$ cat config.mk
export PLATFORM = sky130hd
export DESIGN_NAME = lower_layer_2_0_seq
export DESIGN_NICKNAME = d
export VERILOG_FILES = /design/src/rtl/lower_layer_2_0_seq.sv
export SDC_FILE = /design/constraint.sdc
export NUM_CORES = 1
export LEC_CHECK = 0
export CORE_ASPECT_RATIO = 1.5
export CORE_MARGIN = 4
export CORE_UTILIZATION = 42
export DETAILED_ROUTE_END_ITERATION = 6
export PLACE_DENSITY = 0.76
export REMOVE_ABC_BUFFERS = 1
export SYNTH_ARGS = -nofsm -noshare
export SYNTH_HDL_FRONTEND = slang
export SYNTH_SLANG_ARGS = --single-unit
$ cat constraint.sdc
create_clock -name clk -period 1.8 [get_ports clk]
set_clock_uncertainty 0.2 [all_clocks]
set_input_delay 0.27 -clock clk [delete_from_list [all_inputs] [get_ports clk]]
set_output_delay 0.27 -clock clk [all_outputs]
set_load 0.02 [all_outputs]
$ cat src/rtl/lower_layer_2_0_seq.sv
// Initiator side of the lower-layer 2-element sort handshake: buffers entries in pairs,
// drives the sort unit, and emits sorted 2-entry runs (or a 1-entry run for an odd tail).
module lower_layer_2_0_seq #(
  parameter int DW = 16,
  parameter int LW = 4,
  parameter int CW = 8
) (
  input  logic             clk,
  input  logic             rst_n,
  input  logic             in_valid,
  output logic             in_ready,
  input  logic [DW-1:0]    in_dist,
  input  logic [LW-1:0]    in_label,
  input  logic             in_last,
  output logic             load,
  output logic [DW+LW-1:0] pair_a,
  output logic [DW+LW-1:0] pair_b,
  input  logic             done,
  input  logic [DW+LW-1:0] sorted_lo,
  input  logic [DW+LW-1:0] sorted_hi,
  output logic             out_valid,
  input  logic             out_ready,
  output logic [DW-1:0]    out_dist,
  output logic [LW-1:0]    out_label,
  output logic             out_run_last,
  output logic             out_frame_last,
  output logic [CW-1:0]    run_count
);

  localparam int EW = DW + LW;
  localparam logic [CW-1:0] RC_ONE = {{(CW-1){1'b0}}, 1'b1};

  typedef enum logic [2:0] {
    FILL0, FILL1, LOAD, GUARD, WAIT, EMIT0, EMIT1, EMIT_S
  } state_t;

  state_t        state;
  logic [EW-1:0] out_hi;
  logic [EW-1:0] out_data;
  logic          frame_end;
  logic          rc_clear;
  logic          in_xfer;
  logic          out_xfer;

  assign in_xfer   = in_valid & in_ready;
  assign out_xfer  = out_valid & out_ready;
  assign out_dist  = out_data[EW-1:LW];
  assign out_label = out_data[LW-1:0];

  always_ff @(posedge clk or negedge rst_n) begin
    if (!rst_n) begin
      state          <= FILL0;
      in_ready       <= 1'b0;
      load           <= 1'b0;
      pair_a         <= '0;
      pair_b         <= '0;
      out_hi         <= '0;
      out_data       <= '0;
      out_valid      <= 1'b0;
      out_run_last   <= 1'b0;
      out_frame_last <= 1'b0;
      frame_end      <= 1'b0;
      run_count      <= '0;
      rc_clear       <= 1'b0;
    end else begin
      load     <= 1'b0;
      rc_clear <= 1'b0;
      // The frame-final run count stays visible for one cycle before clearing.
      if (rc_clear) run_count <= '0;
      case (state)
        FILL0: begin
          in_ready <= 1'b1;
          if (in_xfer) begin
            pair_a <= {in_dist, in_label};
            if (in_last) begin
              in_ready       <= 1'b0;
              out_data       <= {in_dist, in_label};
              out_valid      <= 1'b1;
              out_run_last   <= 1'b1;
              out_frame_last <= 1'b1;
              state          <= EMIT_S;
            end else begin
              state <= FILL1;
            end
          end
        end
        FILL1: begin
          if (in_xfer) begin
            pair_b    <= {in_dist, in_label};
            frame_end <= in_last;
            in_ready  <= 1'b0;
            load      <= 1'b1;
            state     <= LOAD;
          end
        end
        LOAD:  state <= GUARD;
        // done may still reflect the previous pair here, so it is not looked at.
        GUARD: state <= WAIT;
        WAIT: begin
          if (done) begin
            out_hi         <= sorted_hi;
            out_data       <= sorted_lo;
            out_valid      <= 1'b1;
            out_run_last   <= 1'b0;
            out_frame_last <= 1'b0;
            state          <= EMIT0;
          end
        end
        EMIT0: begin
          if (out_xfer) begin
            out_data       <= out_hi;
            out_run_last   <= 1'b1;
            out_frame_last <= frame_end;
            state          <= EMIT1;
          end
        end
        EMIT1: begin
          if (out_xfer) begin
            out_valid      <= 1'b0;
            out_run_last   <= 1'b0;
            out_frame_last <= 1'b0;
            run_count      <= run_count + RC_ONE;
            rc_clear       <= frame_end;
            in_ready       <= 1'b1;
            state          <= FILL0;
          end
        end
        EMIT_S: begin
          if (out_xfer) begin
            out_valid      <= 1'b0;
            out_run_last   <= 1'b0;
            out_frame_last <= 1'b0;
            run_count      <= run_count + RC_ONE;
            rc_clear       <= 1'b1;
            in_ready       <= 1'b1;
            state          <= FILL0;
          end
        end
        default: state <= FILL0;
      endcase
    end
  end

endmodule

Word level (Yosys, flattened, before mapping)
Index checks and enable logic that the tools add are counted.
Word-level totals
  register bits after elaboration: 98
  input port bits: 66
  output and inout bits: 73
  word-level logic and storage cells: 77
Operators by class
  add/sub/neg operators: 1
  equality and inequality tests: 13
  muxes and demuxes: 34
  bitwise gates (word level): 2
  reductions and logical operators: 14
Operators by type and width (count)
  20-bit two-way mux: 4
  20-bit case mux with 3 select lines: 1
  8-bit two-way mux: 3
  3-bit case mux with 7 select lines: 1
  3-bit two-way mux: 6
  5-bit AND reduction: 3
  1-bit two-way mux: 14
  3-bit equality test, second input constant: 4
  2-bit inequality test, second input constant: 5
  3-bit nonzero test: 3
  8-bit by 1-bit adder with 8-bit output, second input constant: 1
  1-bit case mux with 4 select lines: 2
  3-bit by 2-bit equality test with 1-bit output, second input constant: 2
  1-bit case mux with 3 select lines: 2
  2-bit AND reduction: 3
  6-bit AND reduction: 1
  4-bit nonzero test: 1
  3-bit by 1-bit equality test with 1-bit output, second input constant: 1
  3-bit zero test: 1
  3-bit AND reduction: 1
  1-bit AND: 2
  2-bit by 1-bit inequality test with 1-bit output, second input constant: 1
  1-bit case mux with 2 select lines: 1
  2-bit OR reduction: 1

Logic depth before layout (Yosys ltp)
Gate-level depths: netlist of run 1.
  depth in word-level cells: 4
  mapped depth: 7
  mapped depth without buffers: 5

Least setup slack after synthesis of run 1
Ideal clock, no wire load.
  kind: reg2reg
  from: register state[1]
  to: register out_hi[0]
  setup time: 0.125 ns
  arrival time: 1.518 ns
  data required time: 1.475 ns
  slack: -0.043 ns
  stages on the path, launching flop included: 7
  buffers on the path: 3
  period minus slack after synthesis: 1.843 ns
  cells stage by stage: dfrtp_1 buf_2 nand2b_1 clkbuf_1 nor3b_1 buf_2 mux2_2
On the way
  longest elaborated chain between the ends: 2
Ends and longest elaborated chain
  from (decl): RTL line 37  | state_t state;
  from (signal assigned): RTL line 52  | state <= FILL0;
  from (signal assigned): RTL line 81  | state <= EMIT_S;
  from (signal assigned): RTL line 83  | state <= FILL1;
  3-bit equality test: RTL line 70  | case (state)
  2-bit AND reduction (no line)
  to (signal assigned): RTL line 101  | out_hi <= sorted_hi;
  to (decl): RTL line 38  | logic [EW-1:0] out_hi;
No other way between the ends.
A chain may end at the register's enable or synchronous reset.

Worst setup path after layout of run 1
  from: register state[2]
  to: register out_data[4]
On the way
  longest elaborated chain between the ends: 3
  elaborated cells on any way between the ends: 10
  those cells by class: eq/ne: 6; mux: 1; reduce/logical: 3
Ends and longest elaborated chain
  3-bit equality test / 3-bit zero test (equally long branches): RTL line 70
  2-bit inequality test (no line) / 3-bit nonzero test (equally long branches)
  5-bit AND reduction (no line)
  to (signal assigned): RTL line 77  | out_data <= {in_dist, in_label};
  to (signal assigned): RTL line 102  | out_data <= sorted_lo;
  to (signal assigned): RTL line 111  | out_data <= out_hi;
  to (decl): RTL line 39  | logic [EW-1:0] out_data;
Parallel ways exist; a longest one is shown, timed or not.

==> summary.md, run 1 <==
| Metric | Value |
|---|---|
| Outcome | finished, violations left |
| Violations in the final reports | setup timing |
| Sort of element at the end of the critical path | flop |
| Site row count | 45 |
| R2R cell count | 5 |
| F_max | 0.5456 GHz |
| Post-synth top area cell | sky130_fd_sc_hd__dfrtp_1 |
| Iteration-0 DRC count of the detailed router | 142 |
| Post-synth EDFFs | 0 |
| Worst setup path endpoint | out_data[4] |
| Largest buffer count on any clock path | 2 |
| Critical register-to-register path startpoint | state[2] |
| Worst EP arrival | 1850 ps |
| Area share of the leading cell type in the synthesized netlist | 55.78% |
| DR pass1 iterations | 4 |
| Num CTS Buffers | 9 |
| Vias per cell | 5.105 |
| Layout filler cell count | 809 |
| Main synth FF type | sky130_fd_sc_hd__dfrtp_1 |
| Worst Setup Start Kind | flop |
| CP startpoint | state[2] |
| Ant diodes | 0 |
| Yosys reg bits | 98 |
| Setup repair after global routing missed its margin | true |
| Final count of pins violating max slew | 0 |
| Placeable core region | 10,190 µm² |
| Max FO, Critical Path | 7 |
| Final setup vio count | 16 |
| Reported max-cap violation count | 0 |
| Placement-stage worst setup slack | -276.0 ps |
| TritonCTS clock tree | built |
| Post-route non-filler standard cell count | 669 |
| Pleak | 3.389 nW |
| Cell area after synthesis | 4397 µm² |
| Avg WL per Cell | 17.71 µm |
| YS warnings | 0 |
| Total congestion overflow | 0 |
| Wire length reported by the detailed router | 11.85 mm |
| Ratio of cells with drive above 1 in the final layout | 21.97% |
| Critical path type | reg2reg |
| Via count of the first global-routing pass | 3,632 |
| Buffers on Ports | 138 |
| Largest vdd supply drop | 0.9174 mV |
| Die height | 133.3 µm |
| Unique masters post-synth | 33 |
| Area enclosed by the die boundary | 12,200 µm² |
| Relative area change from synthesis to final layout | 49.43% |
| Type of the most critical hold path | in2async |
| Actual transition at the worst max-transition pin | 419.2 ps |
| Clock latency on the worst-skew pair | 340 ps |
| Pwr dens | 1814 nW/µm² |
| Number of nets in the layout | 590 |
| DR DRC count | 0 |
| Ranking of synthesized cells by area | sky130_fd_sc_hd__dfrtp_1 (56%), sky130_fd_sc_hd__mux2_2 (15%), sky130_fd_sc_hd__mux2i_1 (9.1%), sky130_fd_sc_hd__a21oi_1 (2.7%), sky130_fd_sc_hd__nor2_1 (2.3%) |
| Via count of the routed design | 3,415 |
| Pin count of the biggest net entering global routing | 41 |
| Ports | 139 |
| Initial standard-cell utilization of the core | 43.14% |
| HPWL after DPL | 8.443 mm |
| Async SR Flop Fraction | 100.0% |
| Overall global routing resource usage | 19.61% |
| Number of antenna violations at the first check in global routing | 0 |
| Reg-to-reg critical path endpoint | out_data[4] |
| Global placement routability congestion | 0.7881 |
| Most frequent cell after synthesis | sky130_fd_sc_hd__dfrtp_1 |
| Post-place instance area | 6055 µm² |
| Relative slew margins | 72.05% |
| First-pass GRT wire length | 18.62 mm |
| Data required, critical path | 1820 ps |
| Most frequent cells after synthesis | sky130_fd_sc_hd__dfrtp_1 (98), sky130_fd_sc_hd__mux2_2 (59), sky130_fd_sc_hd__mux2i_1 (40), sky130_fd_sc_hd__nor2_1 (27) |
| Antenna viol nets, final | 0 |
| Worst hold-check slack | 209.5 ps |
| Post-route minimum period | 1833 ps |
| Final Cycle Share | 101.8% |
| Total placed cells including tap cells | 644 |
| Sequential element share of the synthesized area | 55.78% |
| Reg-to-reg slack, setup | -30 ps |
| Buffer cell driving the clock tree root | sky130_fd_sc_hd__clkbuf_16 |
| Clock slew seen by the registers of the worst setup and hold paths | 70 ps |
| Worst-case setup margin in the final layout | -32.88 ps |
| Count of mapped cells out of synthesis | 366 |
| Number of clock sinks | 98 |
| H-tree Lvls | 3 |
| Average instance area after synthesis | 12.01 µm² |
| Final Hold Violating Endpoints | 0 |
| Layout Cell Area excl Fill | 6570 µm² |
| Die outline width | 91.54 µm |
[power breakdown]
| group | switching, mW | internal [mW] | total, mW |
|---|---|---|---|
| sequential | 0.596 | 3.25 | 3.85 |
| combinational | 3.05 | 3.06 | 6.11 |
| clock | 0.817 | 1.15 | 1.96 |
| total | 4.46 | 7.46 | 11.9 |
[worst min-delay path by stage]
stage,startpoint,end,slack (ps),cells after the start
3_3_place_gp,rst_n,state[2],30,1
5_1_grt,rst_n,pair_a[0],260,2
2_1_floorplan,rst_n,frame_end,-230,0
4_1_cts,rst_n,pair_a[13],210,2
3_5_place_dp,rst_n,pair_b[1],40,1
6_report,rst_n,pair_b[1],210,2
[kinds of logic (layout without fill, tap and decap cells)]
| group | count (synthesis) | after routing | share of synthesized area, % |
|---|---|---|---|
| multiplexers | 102 | 102 | 24.99 |
| flip-flops | 98 | 98 | 55.78 |
| AND/OR/NAND/NOR | 60 | 60 | 6.431 |
| AO/OA/AOI/OAI | 57 | 57 | 7.542 |
| buffers and inverters | 48 | 210 | 4.980 |
| adder cells (fa/ha/maj) | 1 | 1 | 0.2845 |
[worst max-delay path, stage by stage (launching register included)]
cell	delay, ps
sky130_fd_sc_hd__dfrtp_2	460
sky130_fd_sc_hd__nand3b_1	180
sky130_fd_sc_hd__a32o_2	260
sky130_fd_sc_hd__a211o_4	320
sky130_fd_sc_hd__clkbuf_16	180
sky130_fd_sc_hd__mux2i_1	120
[area by class of cell]
type	count	area (µm²)	area share, %
flip-flops and latches	98	2456	37.38
multi-input cells	220	1804	27.46
repair buffers	170	1738	26.45
clock buffers	11	252.7	3.847
well taps	141	176.4	2.685
inverters	24	90.09	1.371
clock inverters	5	52.55	0.7998
[timing repair]
action / in CTS / in global routing
buffers inserted: 3 / 3
hold endpoints to repair: 27 / 0
pin swaps: 1 / 2
gates cloned: 1 / 2
hold buffers: 1 / 0
gates resized for setup: 44 / 41
endpoints found under the setup margin: 71 / 87
[metal layers]
layer / track usage [%] / up-vias / part of all wire [%]
li1: - / 1588 / -
met3: 5.367 / 23 / 5.6
met5: 0 / - / 0
met1: 21.01 / 1690 / 37
met2: 35.14 / 114 / 54
met4: 9.480 / 0 / 3.8
[registers in the layout (all words and copies together) (netlist names)]
name and flops:
frame_end 1, in_ready 1, load 1, out_data 20, out_frame_last 1, out_hi 20
out_run_last 1, out_valid 1, pair_a 20, pair_b 20, rc_clear 1, run_count 8
state 3
[cells in the final DEF, fill, tap and decap left out, drive strengths merged, types with 2 or more instances in the layout]
master,n
dfrtp,98
clkdlybuf4s50,80
mux2,62
mux2i,40
dlygate4sd2,31
buf,31
nor2,27
dlymetal6s2s,26
inv,24
a21oi,24
o21ai,14
clkbuf,12
nand2,8
nand3,5
a31oi,5
o31ai,4
nand2b,4
nand4,3
and3,3
nand3b,3
nor3,3
clkinv,3
nor2b,3
o21a,2
o211ai,2
[stage by stage]
step	utilization (%)	total power [mW]	setup TNS (ps)
after floorplan	-	7.102	-99980
after global placement	59.41	9.662	-12540
after detailed placement	59.41	9.864	-13440
after CTS	62.84	11.81	-318.3
after global routing	64.47	12.63	-3347
final	64.47	11.92	-360.7
Note: power is estimated with default switching activity, not from simulation.
==> inputs of run 2 (changes only) <==
- CTS_CLUSTER_DIAMETER: not set -> 80
==> results of run 2 <==
No change in the layout: final DEF, timing and power equal those of run 1.
